File: src/rtl/apb_completer.sv
// APB completer: turns each APB transfer into one generic-bus request with wait states until the target is done.
// Optional downstream busy timeout is compiled in when APB_COMPLETER_TIMEOUT_EN is defined.
module apb_completer #(
  parameter logic [31:0] BASE_ADDR      = 32'h0000_0000,
  parameter logic [31:0] WINDOW_BYTES   = 32'h0001_0000,
  parameter int unsigned TIMEOUT_CYCLES = 64
) (
  input  logic        CLK,
  input  logic        nRST,
  input  logic        PSEL,
  input  logic        PENABLE,
  input  logic [31:0] PADDR,
  input  logic        PWRITE,
  input  logic [31:0] PWDATA,
  input  logic [3:0]  PSTRB,
  input  logic [2:0]  PPROT,
  output logic [31:0] PRDATA,
  output logic        PREADY,
  output logic        PSLVERR,
  output logic [31:0] addr,
  output logic [31:0] wdata,
  output logic        ren,
  output logic        wen,
  output logic [3:0]  byte_en,
  input  logic [31:0] rdata,
  input  logic        busy
);

  typedef enum logic [1:0] {
    S_IDLE = 2'd0,
    S_REQ  = 2'd1,
    S_RESP = 2'd2,
    S_ERR  = 2'd3
  } state_t;

  localparam logic [31:0] WIN_MASK = ~(WINDOW_BYTES - 32'd1);
  localparam logic [7:0]  TO_LAST  = 8'(TIMEOUT_CYCLES - 1);

  state_t      r_state;
  state_t      w_state_nxt;

  logic [31:0] r_req_addr;
  logic [31:0] r_req_wdata;
  logic        r_req_write;
  logic [3:0]  r_req_strb;
  logic [31:0] r_resp_data;
  logic        r_err;
  logic        r_abort;

  logic [31:0] w_req_addr_nxt;
  logic [31:0] w_req_wdata_nxt;
  logic        w_req_write_nxt;
  logic [3:0]  w_req_strb_nxt;
  logic [31:0] w_resp_data_nxt;
  logic        w_err_nxt;
  logic        w_abort_nxt;

  logic [31:0] r_prdata;
  logic        r_pready;
  logic        r_pslverr;
  logic        r_ren;
  logic        r_wen;

  logic [31:0] w_prdata_nxt;
  logic        w_pready_nxt;
  logic        w_pslverr_nxt;
  logic        w_ren_nxt;
  logic        w_wen_nxt;

  logic        w_in_window;
  logic        w_aligned;
  logic        w_done;
  logic        w_timeout;
  logic        w_abort;
  logic        w_unused;

  // Window check relies on BASE_ADDR being aligned to the power-of-two window size.
  assign w_in_window = ((PADDR & WIN_MASK) == BASE_ADDR);
  assign w_aligned   = (PADDR[1:0] == 2'b00);
  assign w_done      = (r_state == S_REQ) && !busy;
  assign w_abort     = r_abort || !PSEL;
  assign w_unused    = ^{PENABLE, PPROT, TO_LAST};

`ifdef APB_COMPLETER_TIMEOUT_EN
  logic [7:0] r_to_cnt;

  assign w_timeout = (r_state == S_REQ) && busy && (r_to_cnt == TO_LAST);

  // Busy-cycle counter, zero outside REQ so every request starts counting from 0.
  always_ff @(posedge CLK or negedge nRST) begin
    if (!nRST) begin
      r_to_cnt <= 8'd0;
    end else if (r_state != S_REQ) begin
      r_to_cnt <= 8'd0;
    end else if (busy) begin
      r_to_cnt <= r_to_cnt + 8'd1;
    end else begin
      r_to_cnt <= r_to_cnt;
    end
  end
`else
  assign w_timeout = 1'b0;
`endif

  // FSM state register.
  always_ff @(posedge CLK or negedge nRST) begin
    if (!nRST) begin
      r_state <= S_IDLE;
    end else begin
      r_state <= w_state_nxt;
    end
  end

  // FSM next-state logic; an aborted request drains and returns silently to IDLE.
  always_comb begin
    w_state_nxt = r_state;
    case (r_state)
      S_IDLE: begin
        if (PSEL) begin
          w_state_nxt = (w_in_window && w_aligned) ? S_REQ : S_ERR;
        end else begin
          w_state_nxt = S_IDLE;
        end
      end
      S_REQ: begin
        if (w_done || w_timeout) begin
          w_state_nxt = w_abort ? S_IDLE : S_RESP;
        end else begin
          w_state_nxt = S_REQ;
        end
      end
      S_RESP:  w_state_nxt = S_IDLE;
      S_ERR:   w_state_nxt = S_IDLE;
      default: w_state_nxt = S_IDLE;
    endcase
  end

  // Request/response register next values.
  always_comb begin
    w_req_addr_nxt  = r_req_addr;
    w_req_wdata_nxt = r_req_wdata;
    w_req_write_nxt = r_req_write;
    w_req_strb_nxt  = r_req_strb;
    w_resp_data_nxt = r_resp_data;
    w_err_nxt       = r_err;
    w_abort_nxt     = r_abort;
    if ((r_state == S_IDLE) && PSEL) begin
      w_req_addr_nxt  = PADDR;
      w_req_wdata_nxt = PWDATA;
      w_req_write_nxt = PWRITE;
      w_req_strb_nxt  = PWRITE ? PSTRB : 4'hF;
      w_abort_nxt     = 1'b0;
    end else if (r_state == S_REQ) begin
      w_abort_nxt = w_abort;
      if (w_done) begin
        w_resp_data_nxt = r_req_write ? 32'h0000_0000 : rdata;
        w_err_nxt       = 1'b0;
      end else if (w_timeout) begin
        w_resp_data_nxt = 32'h0000_0000;
        w_err_nxt       = 1'b1;
      end else begin
        w_resp_data_nxt = r_resp_data;
        w_err_nxt       = r_err;
      end
    end else begin
      w_abort_nxt = r_abort;
    end
  end

  // Request/response registers.
  always_ff @(posedge CLK or negedge nRST) begin
    if (!nRST) begin
      r_req_addr  <= 32'h0000_0000;
      r_req_wdata <= 32'h0000_0000;
      r_req_write <= 1'b0;
      r_req_strb  <= 4'h0;
      r_resp_data <= 32'h0000_0000;
      r_err       <= 1'b0;
      r_abort     <= 1'b0;
    end else begin
      r_req_addr  <= w_req_addr_nxt;
      r_req_wdata <= w_req_wdata_nxt;
      r_req_write <= w_req_write_nxt;
      r_req_strb  <= w_req_strb_nxt;
      r_resp_data <= w_resp_data_nxt;
      r_err       <= w_err_nxt;
      r_abort     <= w_abort_nxt;
    end
  end

  // FSM output logic, decoded from the next state so the outputs can be flopped.
  always_comb begin
    w_pready_nxt  = 1'b0;
    w_pslverr_nxt = 1'b0;
    w_prdata_nxt  = 32'h0000_0000;
    w_ren_nxt     = 1'b0;
    w_wen_nxt     = 1'b0;
    case (w_state_nxt)
      S_REQ: begin
        w_ren_nxt = !w_req_write_nxt;
        w_wen_nxt = w_req_write_nxt;
      end
      S_RESP: begin
        w_pready_nxt  = 1'b1;
        w_pslverr_nxt = w_err_nxt;
        w_prdata_nxt  = w_resp_data_nxt;
      end
      S_ERR: begin
        w_pready_nxt  = 1'b1;
        w_pslverr_nxt = 1'b1;
      end
      default: begin
        w_pready_nxt  = 1'b0;
        w_pslverr_nxt = 1'b0;
      end
    endcase
  end

  // Registered APB response and downstream request strobes.
  always_ff @(posedge CLK or negedge nRST) begin
    if (!nRST) begin
      r_prdata  <= 32'h0000_0000;
      r_pready  <= 1'b0;
      r_pslverr <= 1'b0;
      r_ren     <= 1'b0;
      r_wen     <= 1'b0;
    end else begin
      r_prdata  <= w_prdata_nxt;
      r_pready  <= w_pready_nxt;
      r_pslverr <= w_pslverr_nxt;
      r_ren     <= w_ren_nxt;
      r_wen     <= w_wen_nxt;
    end
  end

  assign PRDATA  = r_prdata;
  assign PREADY  = r_pready;
  assign PSLVERR = r_pslverr;
  assign ren     = r_ren;
  assign wen     = r_wen;
  assign addr    = r_req_addr;
  assign wdata   = r_req_wdata;
  assign byte_en = r_req_strb;

endmodule

File: config.mk
export PLATFORM = sky130hd
export DESIGN_NAME = apb_completer
export DESIGN_NICKNAME = d
export VERILOG_FILES = /design/src/rtl/apb_completer.sv
export SDC_FILE = /design/constraint.sdc
export NUM_CORES = 1
export LEC_CHECK = 0
export CAP_MARGIN = 30
export CORE_MARGIN = 10
export CORE_UTILIZATION = 45
export DETAILED_ROUTE_END_ITERATION = 16
export PLACE_DENSITY_LB_ADDON = 0.15
export SYNTH_ARGS = -nofsm -noshare
export SYNTH_HDL_FRONTEND = slang
export SYNTH_SLANG_ARGS = --single-unit
File: constraint.sdc
create_clock -name CLK -period 5.3 [get_ports CLK]
set_clock_uncertainty 0.15 [all_clocks]
set_input_delay 1.06 -clock CLK [delete_from_list [all_inputs] [get_ports CLK]]
set_output_delay 1.06 -clock CLK [all_outputs]
set_load 0.005 [all_outputs]
## Yosys cells after proc, flatten, opt, wreduce, memory -nomap -nowiden

Index checks and enable logic that the tools add are counted.

| operators by class | value |
|---|---|
| eq/ne operators | 6 |
| muxes and demuxes | 21 |
| reductions and logical operators | 13 |

Operators with widths:

| kind | count |
|---|---|
| $mux 32 | 5 |
| $logic_not 32->1 | 1 |
| $mux 1 | 9 |
| $eq 2x2->1 const B | 4 |
| $mux 2 | 4 |
| $pmux 2 s3 | 1 |
| $eq 2x1->1 const B | 2 |
| $logic_not 2->1 | 2 |
| $mux 4 | 1 |
| $reduce_or 2->1 | 2 |
| $logic_and 1x1->1 | 3 |
| $logic_not 1->1 | 3 |
| $pmux 1 s2 | 1 |
| $reduce_bool 2->1 | 1 |
| $logic_or 1x1->1 | 1 |

| storage, ports and cells | value |
|---|---|
| flip-flop bits (word level) | 141 |
| bits of input ports | 109 |
| output and inout bits | 104 |
| word-level logic and storage cells | 53 |

## Longest topological paths before layout

Gate-level depths: netlist (run 1).

| depth | value |
|---|---|
| depth after elaboration | 8 |
| gate-level depth with buffers | 6 |
| gate-level depth less buffers | 4 |

## Least setup slack after synthesis (run 1)

OpenSTA, ideal clock, no wires.

| timing path | value |
|---|---|
| kind | input-to-reg |
| from | input busy |
| to | register r_prdata[21], in the netlist PRDATA[21] |
| setup time | 0.068 ns |
| arrival | 2.249 ns |
| required time | 5.082 ns |
| path slack | 2.833 ns |
| stages | 5 |
| cell sequence | or3b_4 -> buf_6 -> or3b_4 -> buf_12 -> nor2b_4 |

| between the ends | value |
|---|---|
| word-level cells in the longest chain between the ends | 6 |
| elaborated cells on any way between the ends | 9 |

Ends and longest elaborated chain:

| what | RTL line | source |
|---|---|---|
| start: declaration | 26 | `input logic busy` |
| $logic_not 1->1 (*) | 80 | `assign w_done = (r_state == S_REQ) && !busy;` |
| $logic_and 1x1->1 (*) | 80 |  |
| $mux 2 or $mux 32 (tied branches) | 126, 155 |  |
| $pmux 2 s3 or $mux 32 (tied branches) | 117, 153 |  |
| $eq 2x2->1 or $mux 32 (tied branches) | 198, 147 |  |
| $mux 32 (*) | 198 | `case (w_state_nxt)` |
| via w_prdata_nxt[21] | 64 | `logic [31:0] w_prdata_nxt;` |
| end signal: assignment | 228 | `r_prdata <= w_prdata_nxt;` |
| end: declaration | 58 | `logic [31:0] r_prdata;` |

The timed path passes the listed nets; every way through them passes the cells marked *.
A chain may end at the register's enable or synchronous reset.

## Final worst setup path (run 1)

| timing path | value |
|---|---|
| from | input PSEL |
| to | register r_ren, in the netlist ren |

| between the ends | value |
|---|---|
| elaborated cells on any way between the ends | 11 |

RTL lines:

| what | RTL line | source |
|---|---|---|
| start: declaration | 10 | `input logic PSEL,` |
| $logic_and 1x1->1 | 147 | `if ((r_state == S_IDLE) && PSEL) begin` |
| $mux 1 | 147 |  |
| via w_req_write_nxt | 52 | `logic w_req_write_nxt;` |
| $logic_not 1->1 | 200 | `w_ren_nxt = !w_req_write_nxt;` |
| $mux 1 | 198 |  |
| via w_ren_nxt | 67 | `logic w_ren_nxt;` |
| end signal: assignment | 231 | `r_ren <= w_ren_nxt;` |
| end: declaration | 61 | `logic r_ren;` |

The timed path passes the listed nets, and every way through them passes these cells.

==> results of run 1 <==
## worst max path at each step
stage / endpoint / startpoint / cells after the start / slack (ns)
finish: ren$_DFF_PN0_ / PSEL / 5 / 2.40
global placement: ren$_DFF_PN0_ / PSEL / 5 / 1.97
detailed placement: ren$_DFF_PN0_ / PSEL / 5 / 1.94
global route: ren$_DFF_PN0_ / PSEL / 5 / 2.27
floorplan: PRDATA[21]$_DFF_PN0_ / busy / 5 / 2.83
CTS: ren$_DFF_PN0_ / PSEL / 5 / 2.37
## worst register-to-register path, cell delays in order, from the launching register on
cell and delay, ns:
dfrtp_1 0.45, or3b_4 0.68, or3b_4 0.72, nor2b_1 0.22
## power groups by stage
stage | Clock [mW] | Combinational [mW] | Sequential [mW]
floorplan | 0 | 0.516 | 1.60
global placement | 0 | 1.20 | 1.60
detailed placement | 0 | 1.22 | 1.62
CTS | 1.12 | 1.23 | 1.61
global route | 1.16 | 1.32 | 1.65
finish | 1.09 | 1.21 | 1.60
## sequential cells by signal, summed over array words and instances (netlist names)
name         flops
r_resp_data     32
PSLVERR          1
wen              1
wdata           32
PREADY           1
r_req_write      1
addr            32
ren              1
r_abort          1
PRDATA          32
r_state          1
byte_en          4
## routing by layer
layer | global-route usage | up-vias | part of all wire
li1 | - | 1704 | -
met1 | 0.177 | 1732 | 0.37
met2 | 0.276 | 125 | 0.52
met3 | 0.0877 | 16 | 0.10
met4 | 0.0616 | 0 | 0.014
met5 | 0 | - | 0
## final cells by class
class	instances	area, um^2	area share
Sequential cell	139	3480	0.434
Timing Repair Buffer	211	2130	0.265
Multi-Input combinational cell	220	1660	0.207
Clock buffer	22	484	0.0604
Tap cell	143	179	0.0223
Clock inverter	9	70.1	0.00874
Inverter	5	18.8	0.00234
## logic make-up (layout without fill, tap and decap cells)
family / count (synthesis) / count (layout)
simple gates: 114 / 114
compound gates: 40 / 40
mux: 66 / 66
flops: 139 / 139
buf+inv: 26 / 247
## cell usage in the layout (no fill, tap or decap), types with 2 or more instances in the layout
master	synthesis	routed
mux2_2	65	65
clkbuf_8	0	4
nor2b_2	2	2
nor2b_1	20	20
nand2_1	33	33
a31oi_1	4	4
nor2b_4	10	10
o21ai_1	7	7
or3b_4	2	2
clkinv_2	0	8
inv_1	5	5
buf_4	0	2
nor2_1	7	7
nor4_1	4	4
clkdlybuf4s50_1	0	207
nand2b_1	33	33
clkbuf_16	0	17
dfrtp_1	139	139
o21ai_0	27	27
==> metrics.txt, run 1 <==
status=completed; mean number of vias per cell=4.78; largest net degree at the start of global routing=106; start of the worst register-to-register path=PREADY$_DFF_PN0_; Post-synth EDFFs=0; fmax=345 MHz; Die ar.=16500 um^2; Combinational Power Share=0.310; n_diodes=0; post-detailed-route wirelength per cell=18.2 um; critical path arrival=3.06 ns; Post-Route WL=13600 um; post-DP HPWL=10000 um; reg2reg setup slack=3.00 ns; post-place setup slack=1.94 ns; main combinational cell family by area after synthesis=multiplexers; async set or reset register ratio after synthesis=1.00; sequential share of the synthesized area=0.659; DRC Markers=0; WP data required=5.46 ns; mux cell area share after synthesis=0.141; Post-Synth Simple-Gate Area=0.134; Setup TNS=0 ns; crit path kind=in2reg; Hold Buf Count CTS=0; Synth Area per Inst=13.7 um^2; final non-filler cell total=749; Ports=213; maximum root-to-sink buffer count=2; Synth Area in XOR/XNOR=0; Final #Nets=703; Synth Area in Adders=0; clk slew on worst S/H paths=0.05 ns; Switch Pwr=1.00 mW; FF+latch count, synth=139; Slowest cell on crit path=buf_4; Power, Total=3.90 mW; Clk network pwr share=0.280; cells after synthesis=385; Port Buffer Count=208; Sw Ratio=0.257; max cap viols=0; clock root buffer=clkbuf_16; Die X=128 um; Post-CTS Resized=0; Final WS setup=2.40 ns; number of DRC markers in iteration 0=228; Pint=2.90 mW; number of clock sinks=139; vias in the first global route=3875; via count=3577; TritonCTS clock tree=yes; first-pass GRT wire length=21200 um; CP startpoint kind=input port; CP peak stage delay=0.70 ns; CP Capture Type=flip-flop; drt pass-1 iters=4; Synth Area in Compound Gates=0.0393; Pwr per Cell Area=487 nW/um^2; Core Rows=39; CTS buffer count=17; # setup viols final=0; Syn Nets=494; fin crit share=0.547; CTS H-Tree Depth=4; die height=128 um; post-synth cell types=25; GR Util All Layers=0.166; Synth area leader=dfrtp_1; total setup buffers inserted after CTS=0; count leader, synth=dfrtp_1; top cells by area, synth=dfrtp_1, mux2_2, nand2b_1, nor2b_4, o21ai_0; Buf+Inv Stages, Crit Path=2; initial antenna violation count=0; placed insts=717; GP Congestion=0.742; share of cells above drive strength 1=0.188; Area Overhead vs Synth=51.9%; worst reg2reg path depth=3; RSZ-0062 raised after global routing=false; worst hold margin=0.262 ns; total gr overflow=0; hold crit path type=in2async; Leak Pwr=3.39 nW; Final Cell Area=8020 um^2; Synth top area share=0.659; worst vdd ir=0.000318 V; Post-synth top cells=dfrtp_1, mux2_2, nand2_1, nand2b_1, o21ai_0; most used flip-flop cell after synthesis=dfrtp_1; Crit path max-delay family=buffers and inverters; Crit Path Max Fanout=74; Placeable Area=11500 um^2; fin util=0.699; mapped cell area=5280 um^2; sequential power share=0.410; final worst path period need=2.90 ns; Critical Path, Cell by Cell=clkdlybuf4s50_1, nor3b_2, buf_4, mux2_2, nor4_1; Crit Reg-Reg Endpoint=PRDATA[10]$_DFF_PN0_; antenna viol nets, final=0; Worst-Margin Slew=0.899 ns; initial core utilization=0.460; Max Slew Vio Count=0; clock latency on the worst-skew pair=0.41 ns; # fillers=832; Yosys warnings=0; dpl cell area=7430 um^2; slew margin rel.=0.401; Final Hold Fails=0
Note: power is estimated with default switching activity, not from simulation.
==> run 2, diff against run 1 <==
CORE_UTILIZATION = 43   (was 45)
clock period = 2.79 ns   (was 5.3 ns; I/O delays follow)
==> metrics.txt, run 2 (synthesis results as in run 1) <==
status=completed; CP peak stage delay=0.58 ns (-0.12 ns); DRC Markers=0 (unchanged); Die ar.=17100 um^2 (+3.9%); Pint=5.60 mW (+93%); Die X=131 um (+1.9%); Sw Ratio=0.254 (-0.00256); met1 Usage GRT=0.160 (-0.0168); worst reg2reg path depth=3 (unchanged); GP Congestion=0.697 (-6.0%); Ports=213 (unchanged); Final Hold Fails=0 (unchanged); final worst path period need=2.14 ns; Pwr per Cell Area=930 nW/um^2 (+91%); hold endpoint=r_resp_data[2]$_DFF_PN0_; Crit path max-delay family=buffers and inverters; initial core utilization=0.439 (-0.0209); fin crit share=0.768; share of cells above drive strength 1=0.190 (+0.00236); Crit Path Max Fanout=7 (-91%); TritonCTS clock tree=yes; max cap viols=0 (unchanged); clk slew on worst S/H paths=0.05 ns (about the same); start of the worst register-to-register path=PREADY$_DFF_PN0_; total gr overflow=0 (unchanged); CTS buffer count=17 (unchanged); Combinational Power Share=0.307 (-0.003); worst hold stages=2; commonest non-fill, non-tap cell in the layout=clkdlybuf4s50_1; WP data required=2.08 ns (-3.38 ns); worst vdd ir=0.000544 V (+71%); HP Start=r_resp_data[2]$_DFF_PN0_; slew margin rel.=0.392 (-0.00853); Buf+Inv Stages, Crit Path=1 (-1); # setup viols final=0 (unchanged); post-DP HPWL=10100 um (+0.65%); most frequent cells in the layout=clkdlybuf4s50_1, dfrtp_1, mux2_2; crit path kind=reg2out; CTS H-Tree Depth=4 (unchanged); largest net degree at the start of global routing=74 (-30%); RSZ-0062 raised after global routing=false; CP Capture Type=output pin; clock root buffer=clkbuf_16; sequential power share=0.405 (-0.005); Clk network pwr share=0.288 (+0.008); Final #Nets=705 (+0.28%); number of clock sinks=139 (unchanged); Critical Path, Cell by Cell=clkdlybuf4s50_1; Leak Pwr=3.41 nW (+0.67%); Crit Reg-Reg Endpoint=PRDATA[5]$_DFF_PN0_; Area Overhead vs Synth=53.0%; met2 usage=0.282 (+0.00639); total setup buffers inserted after CTS=0 (unchanged); cell count along the critical path=1 (-4); Worst-Margin Slew=0.912 ns (+0.0128 ns); mean number of vias per cell=4.74 (-0.76%); placed insts=723 (+0.84%); critical path arrival=1.43 ns (-1.63 ns); die height=131 um (+1.9%); GR Util All Layers=0.164 (-0.00239); CP startpoint kind=flip-flop; vias in the first global route=3994 (+3.1%); antenna viol nets, final=0 (unchanged); drt pass-1 iters=4 (unchanged); hold crit path type=reg2reg; maximum root-to-sink buffer count=2 (unchanged); met3 Usage GRT=0.0902 (+0.00257); fmax=467 MHz; Slowest cell on crit path=clkdlybuf4s50_1; n_diodes=0 (unchanged); final non-filler cell total=756 (+0.93%); clock latency on the worst-skew pair=0.41 ns (about the same); reg2reg setup slack=0.83 ns (-2.17 ns); first-pass GRT wire length=21300 um (+0.36%); post-detailed-route wirelength per cell=18.1 um (-0.76%); via count=3583 (+0.17%); number of DRC markers in iteration 0=147 (-36%); Port Buffer Count=208 (unchanged); Post-Route WL=13700 um (+0.17%); Switch Pwr=1.91 mW (+91%); global route hottest layer=met2; Placeable Area=12000 um^2 (+4.7%); Power, Total=7.51 mW (+92%); Setup TNS=0 ns (unchanged); initial antenna violation count=0 (unchanged); Core Rows=40 (+2.6%); # fillers=923 (+11%); Max Slew Vio Count=0 (unchanged)
[run 2: power by group through the flow]
stage               Sequential [mW]  Combinational (mW)  Clock [mW]
floorplan                      3.05               0.979           0
global placement               3.05                2.30           0
detailed placement             3.09                2.34           0
CTS                            3.06                2.36        2.22
global route                   3.15                2.52        2.32
finish                         3.05                2.30        2.16
[run 2: stage by stage]
step	util	instance area (um^2)	worst slack (ns)	hold slack, ns
2_1_floorplan	-	5280	0.825	0.112
3_3_place_gp	0.623	7480	0.357	0.311
3_5_place_dp	0.623	7480	0.307	0.320
4_1_cts	0.672	8080	0.604	0.333
5_1_grt	0.672	8080	0.564	0.347
6_report	0.672	8080	0.649	0.333
[run 2: what timing repair did]
item                      in CTS  in global routing
hold endpoints to repair      48                  0
gates resized for setup        0                  0
hold buffers                   1                  0
[run 2: cell type report]
class | count | area, um^2 | area share
sequential | 139 | 3480 | 0.431
timing repair buffer | 213 | 2150 | 0.266
multi-input combinational | 220 | 1660 | 0.206
clock buffer | 25 | 526 | 0.0651
tap | 147 | 184 | 0.0228
clock inverter | 7 | 60.1 | 0.00744
inverter | 5 | 18.8 | 0.00232
[run 2: metal layers]
layer,share of wire,vias to the layer above
met3,0.11,13
li1,-,1708
met5,0,-
met1,0.35,1751
met2,0.53,111
met4,0.012,0
[run 2: worst max-delay path by stage]
stage | from | endpoint | slack (ns)
after floorplan | busy | PRDATA[21]$_DFF_PN0_ | 0.83
after detailed placement | busy | PRDATA[18]$_DFF_PN0_ | 0.31
after global placement | busy | PRDATA[16]$_DFF_PN0_ | 0.36
after CTS | PREADY$_DFF_PN0_ | PREADY | 0.60
final | PREADY$_DFF_PN0_ | PREADY | 0.65
after global routing | PREADY$_DFF_PN0_ | PREADY | 0.56
==> run 3, diff against run 2 <==
clock period = 2 ns   (was 2.79 ns; I/O delays follow)
==> metrics.txt, run 3 (synthesis results as in run 1) <==
status=completed; met1 Usage GRT=0.164 (+0.00418); max cap viols=0 (unchanged); global route hottest layer=met2; DRC Markers=0 (unchanged); Final #Nets=719 (+2.0%); start of the worst register-to-register path=r_state[0]$_DFF_PN0_; Port Buffer Count=208 (unchanged); Die ar.=17100 um^2 (unchanged); Post-Route WL=14100 um (+3.1%); met2 usage=0.294 (+0.0119); number of clock sinks=139 (unchanged); first-pass GRT wire length=21900 um (+2.6%); number of DRC markers in iteration 0=174 (+18%); vias in the first global route=4122 (+3.2%); share of cells above drive strength 1=0.209 (+0.0182); CP peak stage delay=0.54 ns (-0.04 ns); CTS H-Tree Depth=4 (unchanged); Slowest cell on crit path=clkdlybuf4s50_1; post-place setup slack=-0.227 ns (-0.534 ns); slew margin rel.=0.428 (+0.0356); Ports=213 (unchanged); via count=3638 (+1.5%); Crit Reg-Reg Endpoint=PRDATA[7]$_DFF_PN0_; initial antenna violation count=0 (unchanged); clk slew on worst S/H paths=0.06 ns (about the same); worst reg2reg path depth=4 (+1); RSZ-0062 raised after global routing=false; Leak Pwr=3.54 nW (+3.8%); initial core utilization=0.439 (unchanged); post-DP HPWL=10600 um (+5.6%); clock root buffer=clkbuf_16; Final WS setup=0.132 ns (-0.517 ns); hold crit path type=in2async; Critical Path, Cell by Cell=clkdlybuf4s50_1; Max Slew Vio Count=0 (unchanged); Final Hold Fails=0 (unchanged); total gr overflow=0 (unchanged); Crit Path Max Fanout=2 (-5); post-detailed-route wirelength per cell=18.3 um (+1.2%); mean number of vias per cell=4.72 (-0.31%); met3 Usage GRT=0.0983 (+0.00806); final worst path period need=1.87 ns; CP Capture Type=output pin; clock latency on the worst-skew pair=0.41 ns (about the same); reg2reg setup slack=0.18 ns (-0.65 ns); Power, Total=11.1 mW (+48%); CTS buffer count=17 (unchanged); Die X=131 um (unchanged); fin util=0.694 (+0.0215); commonest non-fill, non-tap cell in the layout=clkdlybuf4s50_1; TritonCTS clock tree=yes; Placeable Area=12000 um^2 (unchanged); largest net degree at the start of global routing=65 (-12%); fmax=535 MHz; critical path arrival=1.32 ns (-0.11 ns); Crit path max-delay family=buffers and inverters; # setup viols final=0 (unchanged); crit path kind=reg2out; Area Overhead vs Synth=57.9%; n_diodes=0 (unchanged); drt pass-1 iters=4 (unchanged); antenna viol nets, final=0 (unchanged); GR Util All Layers=0.169 (+0.00503); die height=131 um (unchanged); Buf+Inv Stages, Crit Path=1 (unchanged); worst vdd ir=0.000694 V (+27%); CP startpoint kind=flip-flop; Core Rows=40 (unchanged); most frequent cells in the layout=clkdlybuf4s50_1, dfrtp_1, mux2_2; GP Congestion=0.716 (+2.7%); maximum root-to-sink buffer count=2 (unchanged); Worst-Margin Slew=0.859 ns (-0.0534 ns); Pwr per Cell Area=1330 nW/um^2 (+43%); fin crit share=0.934; WP data required=1.45 ns (-0.63 ns)
## run 3: cell count changes in the layout (fill, tap and decap cells not counted), sizes merged
| cell | before | now |
|---|---|---|
| buf | 5 | 19 |
| bufinv | 1 | 6 |
| clkbuf | 25 | 19 |
| clkdlybuf4s50 | 207 | 206 |
| clkinvlp | 0 | 1 |
| dlygate4sd2 | 0 | 1 |
## run 3: worst max path at each step
| stage | start | cells past startpoint | to | slack, ns |
|---|---|---|---|---|
| 2_1_floorplan | PREADY$_DFF_PN0_ | 5 | PRDATA[21]$_DFF_PN0_ | 0.13 |
| 3_3_place_gp | PADDR[30] | 6 | ren$_DFF_PN0_ | -0.19 |
| 3_5_place_dp | PADDR[30] | 6 | ren$_DFF_PN0_ | -0.23 |
| 4_1_cts | byte_en[1]$_DFFE_PN0P_ | 1 | byte_en[1] | 0.1 |
| 5_1_grt | addr[19]$_DFFE_PN0P_ | 1 | addr[19] | 0.06 |
| 6_report | byte_en[2]$_DFFE_PN0P_ | 1 | byte_en[2] | 0.13 |
## run 3: layout make-up
| type | count | area, um^2 |
|---|---|---|
| fillers | 891 | 3680 |
| flip-flops and latches | 139 | 3480 |
| clock buffers | 19 | 443 |
| clock inverters | 13 | 221 |
| inverters | 5 | 18.8 |
| well taps | 147 | 184 |
| multi-input cells | 220 | 1660 |
| repair buffers | 227 | 2330 |
## run 3: routing by layer
| metal | up-vias | part of all wire |
|---|---|---|
| met5 | - | 0 |
| met1 | 1775 | 0.35 |
| met4 | 0 | 0.014 |
| met2 | 117 | 0.53 |
| li1 | 1731 | - |
| met3 | 15 | 0.11 |
## run 3: stage by stage
stage               TNS (ns)  hold slack (ns)  cells  cell area, um^2
floorplan                  0          -0.0456    385             5280
global placement       -7.76            0.173    737             7660
detailed placement     -9.36            0.171    737             7660
CTS                        0            0.295    770             8330
global route               0            0.325    770             8330
finish                     0            0.294    770             8330
## run 3: repair_timing
action | 4_1_cts | 5_1_grt
gates resized for setup | 1 | 0
hold endpoints to repair | 32 | 0
hold buffers | 1 | 0
setup endpoints to repair | 1 | 0
setup buffers | 0 | 0
## run 3: power breakdown
group,total [mW],switching [mW],internal (mW)
sequential,4.25,0.476,3.78
clock,3.50,1.14,2.36
combinational,3.33,1.15,2.18
total,11.1,2.77,8.32
